===== src/rtl/conn_setup_encoder.sv =====
// Turns one open/close connection request into a stream of ConnSetupFrame commands
// (frame layout: [66:64] cmd, [63:0] data) and returns one response per request.
module conn_setup_encoder #(
    parameter int NIC_ID         = 0,
    parameter int TIMEOUT_CYCLES = 1024
) (
    input  logic        clk,
    input  logic        reset,
    input  logic        req_valid,
    output logic        req_ready,
    input  logic        req_open,
    input  logic [31:0] req_conn_id,
    input  logic [31:0] req_dest_ip,
    input  logic [15:0] req_dest_port,
    input  logic [15:0] req_client_flow_id,
    input  logic [15:0] req_qp_num,
    input  logic [15:0] req_p_key,
    input  logic [31:0] req_q_key,
    output logic        conn_setup_en_out,
    output logic [66:0] conn_setup_frame_out,
    input  logic        status_valid_in,
    input  logic        status_error_in,
    input  logic        parser_error_in,
    output logic        resp_valid,
    output logic [1:0]  resp_code,
    output logic        busy,
    output logic [7:0]  spurious_status_cnt
);

    localparam logic [2:0] CMD_CONN_ID   = 3'd1;
    localparam logic [2:0] CMD_OPEN      = 3'd2;
    localparam logic [2:0] CMD_DEST_IP   = 3'd3;
    localparam logic [2:0] CMD_DEST_PORT = 3'd4;
    localparam logic [2:0] CMD_FLOW_ID   = 3'd5;
    localparam logic [2:0] CMD_QP_FIELDS = 3'd6;
    localparam logic [2:0] CMD_ENABLE    = 3'd7;

    localparam logic [1:0] RESP_OK        = 2'd0;
    localparam logic [1:0] RESP_REJECTED  = 2'd1;
    localparam logic [1:0] RESP_TIMEOUT   = 2'd2;
    localparam logic [1:0] RESP_PARSE_ERR = 2'd3;

    localparam logic [15:0] TIMER_LAST = 16'(TIMEOUT_CYCLES - 1);

    typedef enum logic [1:0] {IDLE, SEND, WAIT_ST, RESP} state_t;

    state_t      state_q;
    logic [2:0]  frameIdx_q;
    logic        open_q;
    logic [31:0] destIp_q;
    logic [15:0] destPort_q;
    logic [15:0] flowId_q;
    logic [15:0] qpNum_q;
    logic [15:0] pKey_q;
    logic [31:0] qKey_q;
    logic [15:0] timer_q;
    logic        parserPrev_q;
    logic        reqReady_q;
    logic        en_q;
    logic [66:0] frame_q;
    logic        respValid_q;
    logic [1:0]  respCode_q;
    logic        busy_q;
    logic [7:0]  spurCnt_q;
    logic [66:0] nextFrame_d;
    logic        parserRise;
    logic        unusedNicId;

    // NIC_ID only labels simulation messages elsewhere; it has no hardware role.
    assign unusedNicId = (NIC_ID != 0);
    assign parserRise  = parser_error_in & ~parserPrev_q;

    // Frame to emit next; anything past the last payload frame is Enable.
    always_comb begin
        nextFrame_d = {CMD_ENABLE, 64'd0};
        if (open_q) begin
            case (frameIdx_q)
                3'd1:    nextFrame_d = {CMD_OPEN, 64'd1};
                3'd2:    nextFrame_d = {CMD_DEST_IP, 32'd0, destIp_q};
                3'd3:    nextFrame_d = {CMD_DEST_PORT, 48'd0, destPort_q};
                3'd4:    nextFrame_d = {CMD_FLOW_ID, 48'd0, flowId_q};
                3'd5:    nextFrame_d = {CMD_QP_FIELDS, qpNum_q, pKey_q, qKey_q};
                default: ;
            endcase
        end else if (frameIdx_q == 3'd1) begin
            nextFrame_d = {CMD_OPEN, 64'd0};
        end
    end

    always_ff @(posedge clk or negedge reset) begin
        if (!reset) begin
            state_q      <= IDLE;
            frameIdx_q   <= '0;
            open_q       <= 1'b0;
            destIp_q     <= '0;
            destPort_q   <= '0;
            flowId_q     <= '0;
            qpNum_q      <= '0;
            pKey_q       <= '0;
            qKey_q       <= '0;
            timer_q      <= '0;
            parserPrev_q <= 1'b0;
            reqReady_q   <= 1'b0;
            en_q         <= 1'b0;
            frame_q      <= '0;
            respValid_q  <= 1'b0;
            respCode_q   <= '0;
            busy_q       <= 1'b0;
            spurCnt_q    <= '0;
        end else begin
            parserPrev_q <= parser_error_in;
            if (status_valid_in && state_q != WAIT_ST && spurCnt_q != 8'hFF) begin
                spurCnt_q <= spurCnt_q + 8'd1;
            end
            case (state_q)
                IDLE: begin
                    // The response pulse is shown while already in IDLE; ready returns after it.
                    if (respValid_q) begin
                        respValid_q <= 1'b0;
                        busy_q      <= 1'b0;
                        reqReady_q  <= 1'b1;
                    end else if (reqReady_q && req_valid) begin
                        open_q     <= req_open;
                        destIp_q   <= req_dest_ip;
                        destPort_q <= req_dest_port;
                        flowId_q   <= req_client_flow_id;
                        qpNum_q    <= req_qp_num;
                        pKey_q     <= req_p_key;
                        qKey_q     <= req_q_key;
                        frame_q    <= {CMD_CONN_ID, 32'd0, req_conn_id};
                        en_q       <= 1'b1;
                        frameIdx_q <= 3'd1;
                        reqReady_q <= 1'b0;
                        busy_q     <= 1'b1;
                        state_q    <= SEND;
                    end else begin
                        reqReady_q <= 1'b1;
                    end
                end
                SEND: begin
                    if (parserRise) begin
                        en_q       <= 1'b0;
                        frame_q    <= '0;
                        respCode_q <= RESP_PARSE_ERR;
                        state_q    <= RESP;
                    end else if (frame_q[66:64] == CMD_ENABLE) begin
                        en_q    <= 1'b0;
                        frame_q <= '0;
                        timer_q <= '0;
                        state_q <= WAIT_ST;
                    end else begin
                        frame_q    <= nextFrame_d;
                        frameIdx_q <= frameIdx_q + 3'd1;
                    end
                end
                WAIT_ST: begin
                    if (parserRise) begin
                        respCode_q <= RESP_PARSE_ERR;
                        state_q    <= RESP;
                    end else if (status_valid_in) begin
                        respCode_q <= status_error_in ? RESP_REJECTED : RESP_OK;
                        state_q    <= RESP;
                    end else if (timer_q == TIMER_LAST) begin
                        respCode_q <= RESP_TIMEOUT;
                        state_q    <= RESP;
                    end else begin
                        timer_q <= timer_q + 16'd1;
                    end
                end
                RESP: begin
                    respValid_q <= 1'b1;
                    state_q     <= IDLE;
                end
                default: state_q <= IDLE;
            endcase
        end
    end

    assign req_ready            = reqReady_q;
    assign conn_setup_en_out    = en_q;
    assign conn_setup_frame_out = frame_q;
    assign resp_valid           = respValid_q;
    assign resp_code            = respCode_q;
    assign busy                 = busy_q;
    assign spurious_status_cnt  = spurCnt_q;

endmodule

===== config.mk =====
export PLATFORM = sky130hd
export DESIGN_NAME = conn_setup_encoder
export DESIGN_NICKNAME = d
export VERILOG_FILES = /design/src/rtl/conn_setup_encoder.sv
export SDC_FILE = /design/constraint.sdc
export NUM_CORES = 1
export LEC_CHECK = 0
export ABC_AREA = 1
export CAP_MARGIN = 15
export CORE_MARGIN = 2
export CORE_UTILIZATION = 54
export CTS_CLUSTER_SIZE = 20
export DETAILED_ROUTE_END_ITERATION = 16
export MAX_ROUTING_LAYER = met4
export PLACE_DENSITY_LB_ADDON = 0.15
export SYNTH_ARGS = -nofsm -noshare
export SYNTH_HDL_FRONTEND = slang
export SYNTH_SLANG_ARGS = --single-unit
export TNS_END_PERCENT = 20

===== constraint.sdc =====
create_clock -name clk -period 4.02 [get_ports clk]
set_input_delay 0.804 -clock clk [delete_from_list [all_inputs] [get_ports clk]]
set_output_delay 0.804 -clock clk [all_outputs]
set_load 0.02 [all_outputs]

==> flow_results.xml, run 1 <==
<?xml version="1.0" encoding="UTF-8"?>
<metrics>
  <group name="route">
    <metric name="avgViaCountPerCell" unit="">5.255</metric>
    <metric name="routed_wirelength" unit="um">28570</metric>
    <metric name="detailroute.via_count" unit="">9475</metric>
    <metric name="drt_pass1_iterations" unit="">5</metric>
    <metric name="antenna_left" unit="">0</metric>
    <metric name="initialDrtViolationCount" unit="">636</metric>
    <metric name="post_drt_wl_per_cell" unit="um">15.85</metric>
    <metric name="drcViolationCount" unit="">0</metric>
  </group>
  <group name="synth">
    <metric name="postSynthRegisterBits" unit="">232</metric>
    <metric name="yosys_warnings" unit="">0</metric>
    <metric name="synthesis.instances" unit="">1309</metric>
    <metric name="synth_largest_area_cell" unit="">sky130_fd_sc_hd__dfrtp_1</metric>
    <metric name="ys_seq_area_share" unit="%">53.88</metric>
    <metric name="synth_nets" unit="">1488</metric>
    <metric name="synth-edff-count" unit="">0</metric>
    <metric name="synth_top_flop_cell" unit="">sky130_fd_sc_hd__dfrtp_1</metric>
    <metric name="synth_top_area_share" unit="%">53.88</metric>
    <metric name="synth.most_common_cell" unit="">sky130_fd_sc_hd__nand2_1</metric>
    <metric name="synth_cell_types" unit="">37</metric>
    <metric name="syn-cell-area" unit="um2">10770</metric>
    <metric name="top_cell_types_by_occurrence_after_synthesis" unit="">sky130_fd_sc_hd__nand2_1 (585), sky130_fd_sc_hd__dfrtp_1 (232), sky130_fd_sc_hd__o21ai_0 (70)</metric>
    <metric name="synthTopCellsByArea" unit="">sky130_fd_sc_hd__dfrtp_1 (54%), sky130_fd_sc_hd__nand2_1 (20%), sky130_fd_sc_hd__o21ai_0 (3.3%)</metric>
    <metric name="ys_async_sr_fraction" unit="%">100.0</metric>
    <metric name="postSynthAreaPerCell" unit="um2">8.231</metric>
  </group>
  <group name="grt">
    <metric name="grt_pass1_wl" unit="um">46610</metric>
    <metric name="groute.usage.overall" unit="%">27.69</metric>
    <metric name="grt_pass1_vias" unit="">9311</metric>
    <metric name="gr-total-overflow" unit="">0</metric>
    <metric name="grt_max_degree" unit="">156</metric>
    <metric name="grt_antenna_before_repair" unit="">0</metric>
  </group>
  <group name="power_and_ir_drop">
    <metric name="irDropWorstVdd" unit="mV">0.3756</metric>
    <metric name="power.static_leakage" unit="nW">6.496</metric>
    <metric name="cellPowerDensity" unit="nW/um2">681.8</metric>
  </group>
  <group name="setup_path">
    <metric name="critical_path.n_buffers_inverters" unit="">4</metric>
    <metric name="worstPathMaxFanout" unit="">32</metric>
    <metric name="reg2reg_from" unit="">frameIdx_q[0]</metric>
    <metric name="regToRegEndpoint" unit="">conn_setup_frame_out[62]</metric>
    <metric name="cell_class_contributing_the_biggest_share_of_worst_path_delay" unit="">buffers and inverters</metric>
    <metric name="reg2reg_setup_slack" unit="ns">1.14</metric>
    <metric name="worst_setup_path_end_kind" unit="">flip-flop</metric>
    <metric name="crit_required" unit="ns">4.40</metric>
    <metric name="r2r.worst_path.cells" unit="">9</metric>
    <metric name="critical_path.cell_chain" unit="">inv_1 -&gt; ha_1 -&gt; nand2_1 -&gt; inv_2 -&gt; nor2_2 -&gt; nor2_4 -&gt; buf_4 -&gt; inv_2 -&gt; o21ai_0</metric>
    <metric name="worstSetupPathType" unit="">flip-flop to flip-flop</metric>
    <metric name="worst_path_most_repeated_cell" unit="">sky130_fd_sc_hd__inv_2</metric>
    <metric name="data_arrival_time_of_the_critical_path" unit="ns">3.26</metric>
    <metric name="worst_path_max_delay_cell" unit="">sky130_fd_sc_hd__inv_2</metric>
    <metric name="worst_path_largest_cell_delay" unit="ns">0.46</metric>
    <metric name="critPathLaunchType" unit="">flip-flop</metric>
  </group>
  <group name="sta">
    <metric name="timing.max_slew.rel_slack" unit="%">25.79</metric>
    <metric name="finalCritPeriodShare" unit="%">71.70</metric>
    <metric name="timing_max_transition_violations_final" unit="">0</metric>
    <metric name="max_clock_freq" unit="MHz">347.0</metric>
    <metric name="setup_viols_final" unit="">0</metric>
    <metric name="rsz_0062_raised_after_global_routing" unit="">false</metric>
    <metric name="totalNegativeSetupSlack" unit="ns">0</metric>
    <metric name="final-hold-violation-count" unit="">0</metric>
    <metric name="final.min_clock_period" unit="ns">2.882</metric>
    <metric name="finalClockSkew" unit="ns">0.01626</metric>
    <metric name="whs" unit="ns">0.2856</metric>
    <metric name="tightest_pin_transition" unit="ns">1.113</metric>
  </group>
  <group name="cts">
    <metric name="cts-resized-gates" unit="">0</metric>
    <metric name="cts_hold_repair_buffers" unit="">0</metric>
    <metric name="post-cts-setup-buffers" unit="">0</metric>
    <metric name="clk_pin_slew_worst_paths" unit="ns">0.06</metric>
    <metric name="cts_sinks" unit="">232</metric>
    <metric name="ctsRootBufferMaster" unit="">sky130_fd_sc_hd__clkbuf_16</metric>
    <metric name="clock_tree.htree_level_count" unit="">1</metric>
    <metric name="tritoncts_clock_tree" unit="">built</metric>
    <metric name="clockBufferDepth" unit="">3</metric>
    <metric name="cts_made_buffers" unit="">25</metric>
    <metric name="insertion_delay_of_the_later_clocked_pin_in_the_worst_skew_pair" unit="ns">0.53</metric>
  </group>
  <group name="status">
    <metric name="outcome" unit="">finished, final reports clean</metric>
  </group>
  <group name="cells_and_area">
    <metric name="layout.filler_cells" unit="">1573</metric>
    <metric name="nNetsFinal" unit="">1704</metric>
    <metric name="proportion_of_layout_cells_with_a_drive_suffix_above_1" unit="%">5.527</metric>
    <metric name="areaGrowthSynthToFinish" unit="%">30.12</metric>
    <metric name="antennaDiodeCount" unit="">0</metric>
  </group>
  <group name="worst_hold_path">
    <metric name="hold_path_class" unit="">input port to async pin</metric>
  </group>
  <group name="floorplan">
    <metric name="placement_rows" unit="">51</metric>
    <metric name="die_area" unit="um2">21100</metric>
    <metric name="floorplan_core_area" unit="um2">19530</metric>
    <metric name="chipHeight" unit="um">145.3</metric>
    <metric name="floorplan.initialDensity" unit="%">55.18</metric>
    <metric name="io_pins" unit="">248</metric>
    <metric name="die-width" unit="um">145.3</metric>
  </group>
  <group name="job">
    <metric name="max-cap-violations" unit="">0</metric>
  </group>
  <group name="place">
    <metric name="routability_congestion_estimate_from_global_placement" unit="">0.8612</metric>
    <metric name="place.port_buffers" unit="">247</metric>
    <metric name="dp_hpwl" unit="um">18980</metric>
  </group>
</metrics>
==> registers in the layout, summed over array words and instances, names as in the netlist <==
register / flops
req_ready: 1
timer_q: 16
resp_valid: 1
qpNum_q: 16
open_q: 1
state_q: 2
pKey_q: 16
resp_code: 2
destIp_q: 32
busy: 1
conn_setup_frame_out: 67
spurious_status_cnt: 8
qKey_q: 32
conn_setup_en_out: 1
frameIdx_q: 3
destPort_q: 16
flowId_q: 16
parserPrev_q: 1
==> layout by cell type (no fill, tap or decap), types with 10 or more instances in the layout <==
cell type                         instances
sky130_fd_sc_hd__a21boi_1                30
sky130_fd_sc_hd__a21oi_1                 31
sky130_fd_sc_hd__clkbuf_16               25
sky130_fd_sc_hd__clkdlybuf4s50_1        246
sky130_fd_sc_hd__dfrtp_1                232
sky130_fd_sc_hd__ha_1                    12
sky130_fd_sc_hd__inv_1                   62
sky130_fd_sc_hd__nand2_1                585
sky130_fd_sc_hd__nand3_1                 60
sky130_fd_sc_hd__nand4_1                 22
sky130_fd_sc_hd__nor2_1                  32
sky130_fd_sc_hd__o21ai_0                 70
sky130_fd_sc_hd__o21ai_1                 16
sky130_fd_sc_hd__o22ai_1                 11
sky130_fd_sc_hd__or2_0                   10
sky130_fd_sc_hd__or2_2                   21
sky130_fd_sc_hd__xor2_1                  10
==> power by group <==
part,internal [mW],switching [mW],total [mW],leakage (nW)
Combinational,1.46,2.25,3.71,3.19
Sequential,3.22,0.482,3.70,2.94
Clock,1.23,0.913,2.15,0.370
Total,5.91,3.64,9.56,6.50
==> per-layer routing <==
| metal | GRT usage, % | part of all wire (%) | up-vias |
|---|---|---|---|
| met5 | - | 0 | - |
| met4 | 8.578 | 2.9 | 0 |
| met3 | 3.302 | 4.9 | 64 |
| met2 | 45.88 | 49 | 318 |
| met1 | 36.08 | 43 | 4522 |
| li1 | - | - | 4571 |
==> worst max-delay path by stage <==
stage | from | end | cells after the start
global route | frameIdx_q[0] | conn_setup_frame_out[57] | 9
floorplan | req_valid | conn_setup_frame_out[17] | 8
finish | frameIdx_q[0] | conn_setup_frame_out[62] | 9
global placement | req_valid | conn_setup_frame_out[57] | 8
detailed placement | parser_error_in | conn_setup_frame_out[60] | 9
CTS | state_q[1] | conn_setup_frame_out[57] | 7
==> kinds of logic after synthesis <==
logic type / count (synthesis) / share of synthesized area (%)
fa+ha+maj: 12 / 1.394
flops: 232 / 53.88
buf+inv: 141 / 6.503
mux: 1 / 0.1045
xor+xnor: 13 / 1.057
compound gates: 166 / 8.756
simple gates: 744 / 28.30
==> through the flow <==
step | area, um2 | std cells | power [mW] | setup WS (ns) | util [%]
finish | 14020 | 1803 | 9.558 | 1.138 | 71.80
global route | 14020 | 1803 | 10.18 | 0.9020 | 71.80
CTS | 14020 | 1803 | 9.592 | 1.147 | 71.80
detailed placement | 13270 | 1763 | 7.430 | 1.055 | 67.95
global placement | 13270 | 1763 | 7.303 | 1.153 | 67.95
floorplan | 10770 | 1309 | 6.151 | 2.292 | -
==> layout make-up <==
type / instances / area (um2) / area share (%)
inverter: 74 / 279.0 / 1.990
multi-input combinational: 936 / 4283 / 30.55
tap: 265 / 331.6 / 2.365
sequential: 232 / 5806 / 41.41
timing repair buffer: 256 / 2570 / 18.33
clock inverter: 3 / 30.03 / 0.2142
clock buffer: 37 / 720.7 / 5.141
==> worst reg2reg max path: stages (launching register included) <==
cell and delay [ns]:
sky130_fd_sc_hd__dfrtp_1 0.38, sky130_fd_sc_hd__inv_1 0.10, sky130_fd_sc_hd__ha_1 0.20, sky130_fd_sc_hd__nand2_1 0.44
sky130_fd_sc_hd__inv_2 0.37, sky130_fd_sc_hd__nor2_2 0.29, sky130_fd_sc_hd__nor2_4 0.06, sky130_fd_sc_hd__buf_4 0.26
sky130_fd_sc_hd__inv_2 0.46, sky130_fd_sc_hd__o21ai_0 0.18
No activity file was read; power rests on OpenSTA's default activity.
==> run 2: changes to the inputs <==
CORE_UTILIZATION = 51   (was 54)
clock period = 2.7 ns   (was 4.02 ns; I/O delays follow)
==> flow_results.xml, run 2 (synthesis results as in run 1) <==
<?xml version="1.0" encoding="UTF-8"?>
<metrics>
  <group name="status">
    <metric name="outcome" unit="">finished, final reports clean</metric>
  </group>
  <group name="floorplan">
    <metric name="floorplan_core_area" unit="um2">20890</metric>
    <metric name="chipHeight" unit="um">149.3</metric>
    <metric name="placement_rows" unit="">53</metric>
    <metric name="die-width" unit="um">149.3</metric>
    <metric name="io_pins" unit="">248</metric>
    <metric name="die_area" unit="um2">22300</metric>
    <metric name="floorplan.initialDensity" unit="%">51.58</metric>
  </group>
  <group name="setup_path">
    <metric name="data_arrival_time_of_the_critical_path" unit="ns">2.58</metric>
    <metric name="worstSetupPathType" unit="">flip-flop to flip-flop</metric>
    <metric name="worst_path_max_delay_cell" unit="">sky130_fd_sc_hd__dfrtp_1</metric>
    <metric name="cell_class_contributing_the_biggest_share_of_worst_path_delay" unit="">buffers and inverters</metric>
    <metric name="critical_path.n_buffers_inverters" unit="">3</metric>
    <metric name="worst_path_largest_cell_delay" unit="ns">0.42</metric>
    <metric name="worstPathMaxFanout" unit="">42</metric>
    <metric name="worst_setup_path_end_kind" unit="">flip-flop</metric>
    <metric name="critical_path.cell_chain" unit="">inv_1 -&gt; ha_1 -&gt; nand2_1 -&gt; nand2_1 -&gt; inv_1 -&gt; o21ai_4 -&gt; buf_12 -&gt; a21oi_1 -&gt; a21boi_0</metric>
    <metric name="critPathLaunchType" unit="">flip-flop</metric>
    <metric name="crit_required" unit="ns">3.14</metric>
  </group>
  <group name="power_and_ir_drop">
    <metric name="seq_power_share" unit="%">37.9</metric>
    <metric name="gate_power_share" unit="%">39.3</metric>
    <metric name="power.internal" unit="mW">9.041</metric>
    <metric name="total_switching_power" unit="mW">5.416</metric>
    <metric name="power.static_leakage" unit="nW">6.621</metric>
    <metric name="cellPowerDensity" unit="nW/um2">1013</metric>
    <metric name="power.total" unit="mW">14.46</metric>
    <metric name="power.share.switching" unit="%">37.47</metric>
    <metric name="irDropWorstVdd" unit="mV">0.9033</metric>
    <metric name="clockPowerShare" unit="%">22.8</metric>
  </group>
  <group name="sta">
    <metric name="timing_max_transition_violations_final" unit="">0</metric>
    <metric name="totalNegativeSetupSlack" unit="ns">0</metric>
    <metric name="setup_viols_final" unit="">0</metric>
    <metric name="final-hold-violation-count" unit="">0</metric>
    <metric name="max_clock_freq" unit="MHz">467.9</metric>
    <metric name="timing.max_slew.rel_slack" unit="%">52.64</metric>
    <metric name="tightest_pin_transition" unit="ns">0.7094</metric>
    <metric name="finalClockSkew" unit="ns">0.01068</metric>
    <metric name="setup_slack" unit="ns">0.5630</metric>
    <metric name="finalCritPeriodShare" unit="%">79.15</metric>
    <metric name="final.min_clock_period" unit="ns">2.137</metric>
    <metric name="rsz_0062_raised_after_global_routing" unit="">false</metric>
  </group>
  <group name="worst_hold_path">
    <metric name="hold_path_class" unit="">flip-flop to flip-flop</metric>
  </group>
  <group name="job">
    <metric name="max-cap-violations" unit="">0</metric>
  </group>
  <group name="place">
    <metric name="place.port_buffers" unit="">247</metric>
    <metric name="routability_congestion_estimate_from_global_placement" unit="">0.8523</metric>
    <metric name="pre_cts_ws" unit="ns">0.4018</metric>
    <metric name="dp_cells" unit="">1788</metric>
    <metric name="dp_hpwl" unit="um">19100</metric>
  </group>
  <group name="route">
    <metric name="antenna_left" unit="">0</metric>
    <metric name="detailroute.via_count" unit="">9340</metric>
    <metric name="initialDrtViolationCount" unit="">607</metric>
    <metric name="routed_wirelength" unit="um">28350</metric>
    <metric name="avgViaCountPerCell" unit="">5.087</metric>
    <metric name="drt_pass1_iterations" unit="">5</metric>
    <metric name="drcViolationCount" unit="">0</metric>
    <metric name="post_drt_wl_per_cell" unit="um">15.44</metric>
  </group>
  <group name="cts">
    <metric name="cts_sinks" unit="">232</metric>
    <metric name="post-cts-setup-buffers" unit="">0</metric>
    <metric name="clock_tree.htree_level_count" unit="">1</metric>
    <metric name="insertion_delay_of_the_later_clocked_pin_in_the_worst_skew_pair" unit="ns">0.53</metric>
    <metric name="cts-resized-gates" unit="">0</metric>
    <metric name="cts_hold_repair_buffers" unit="">1</metric>
    <metric name="clockBufferDepth" unit="">3</metric>
    <metric name="clk_pin_slew_worst_paths" unit="ns">0.06</metric>
    <metric name="tritoncts_clock_tree" unit="">built</metric>
    <metric name="cts_made_buffers" unit="">25</metric>
    <metric name="ctsRootBufferMaster" unit="">sky130_fd_sc_hd__clkbuf_16</metric>
  </group>
  <group name="cells_and_area">
    <metric name="areaGrowthSynthToFinish" unit="%">32.46</metric>
    <metric name="fin_cells" unit="">1836</metric>
    <metric name="layout.filler_cells" unit="">1768</metric>
    <metric name="largest_reg_flops" unit="">67</metric>
    <metric name="proportion_of_layout_cells_with_a_drive_suffix_above_1" unit="%">6.675</metric>
    <metric name="mostFrequentLayoutCells" unit="">sky130_fd_sc_hd__nand2_1 (585), sky130_fd_sc_hd__clkdlybuf4s50_1 (246), sky130_fd_sc_hd__dfrtp_1 (232)</metric>
    <metric name="nNetsFinal" unit="">1720</metric>
    <metric name="layout.cells.most_common" unit="">sky130_fd_sc_hd__nand2_1</metric>
  </group>
  <group name="grt">
    <metric name="grt_pass1_vias" unit="">9156</metric>
    <metric name="gr-total-overflow" unit="">0</metric>
    <metric name="grt_antenna_before_repair" unit="">2</metric>
    <metric name="grt_max_degree" unit="">81</metric>
    <metric name="groute.usage.overall" unit="%">26.40</metric>
    <metric name="grt_pass1_wl" unit="um">45860</metric>
  </group>
</metrics>
[run 2: worst reg2reg max path, stage by stage, from the launching register on]
cell and delay [ns]:
sky130_fd_sc_hd__dfrtp_1 0.42, sky130_fd_sc_hd__inv_1 0.16, sky130_fd_sc_hd__ha_1 0.29, sky130_fd_sc_hd__nand2_1 0.17, sky130_fd_sc_hd__nand2_1 0.17, sky130_fd_sc_hd__inv_1 0.11
sky130_fd_sc_hd__o21ai_4 0.17, sky130_fd_sc_hd__buf_12 0.29, sky130_fd_sc_hd__a21oi_1 0.08, sky130_fd_sc_hd__a21boi_0 0.20
[run 2: final cells by class]
type	instances	area, um2	area share [%]
diodes	3	7.507	0.05260
repair buffers	272	2755	19.31
clock buffers	40	762.0	5.339
well taps	275	344.1	2.411
flip-flops and latches	232	5806	40.68
clock inverters	4	35.03	0.2455
inverters	74	279.0	1.955
multi-input cells	936	4283	30.01
[run 2: final timing paths]
path	from	to	slack (ns)	depth (start not counted)
min in group asynchronous	reset	qKey_q[24]	0.54	2
max in group asynchronous	reset	qKey_q[9]	1.42	3
max reg2reg	state_q[0]	conn_setup_frame_out[1]	0.56	9
min reg2reg	flowId_q[11]	flowId_q[11]	0.47	2
max	state_q[0]	conn_setup_frame_out[1]	0.56	9
min	flowId_q[11]	flowId_q[11]	0.47	2
[run 2: layer usage]
metal	up-vias	track usage [%]	routed length, um
met2	273	41.88	13470
met5	-	-	0
met1	4406	35.67	12390
met4	0	7.238	796
met3	48	4.098	1697
li1	4613	-	-
[run 2: power groups by stage]
stage / logic (mW) / registers [mW] / clock network, mW
2_1_floorplan: 3.37 / 5.79 / 0
3_3_place_gp: 5.53 / 5.48 / 0
3_5_place_dp: 5.70 / 5.51 / 0
4_1_cts: 5.73 / 5.47 / 3.36
5_1_grt: 6.34 / 5.62 / 3.50
6_report: 5.68 / 5.48 / 3.30
[run 2: through the flow]
stage / cell area, um2 / hold slack [ns] / utilization (%)
after global routing: 14270 / 0.4858 / 68.31
after CTS: 14260 / 0.4684 / 68.28
after detailed placement: 13460 / 0.4541 / 64.42
after global placement: 13460 / 0.4501 / 64.42
after floorplan: 10770 / 0.2444 / -
final: 14270 / 0.4679 / 68.32
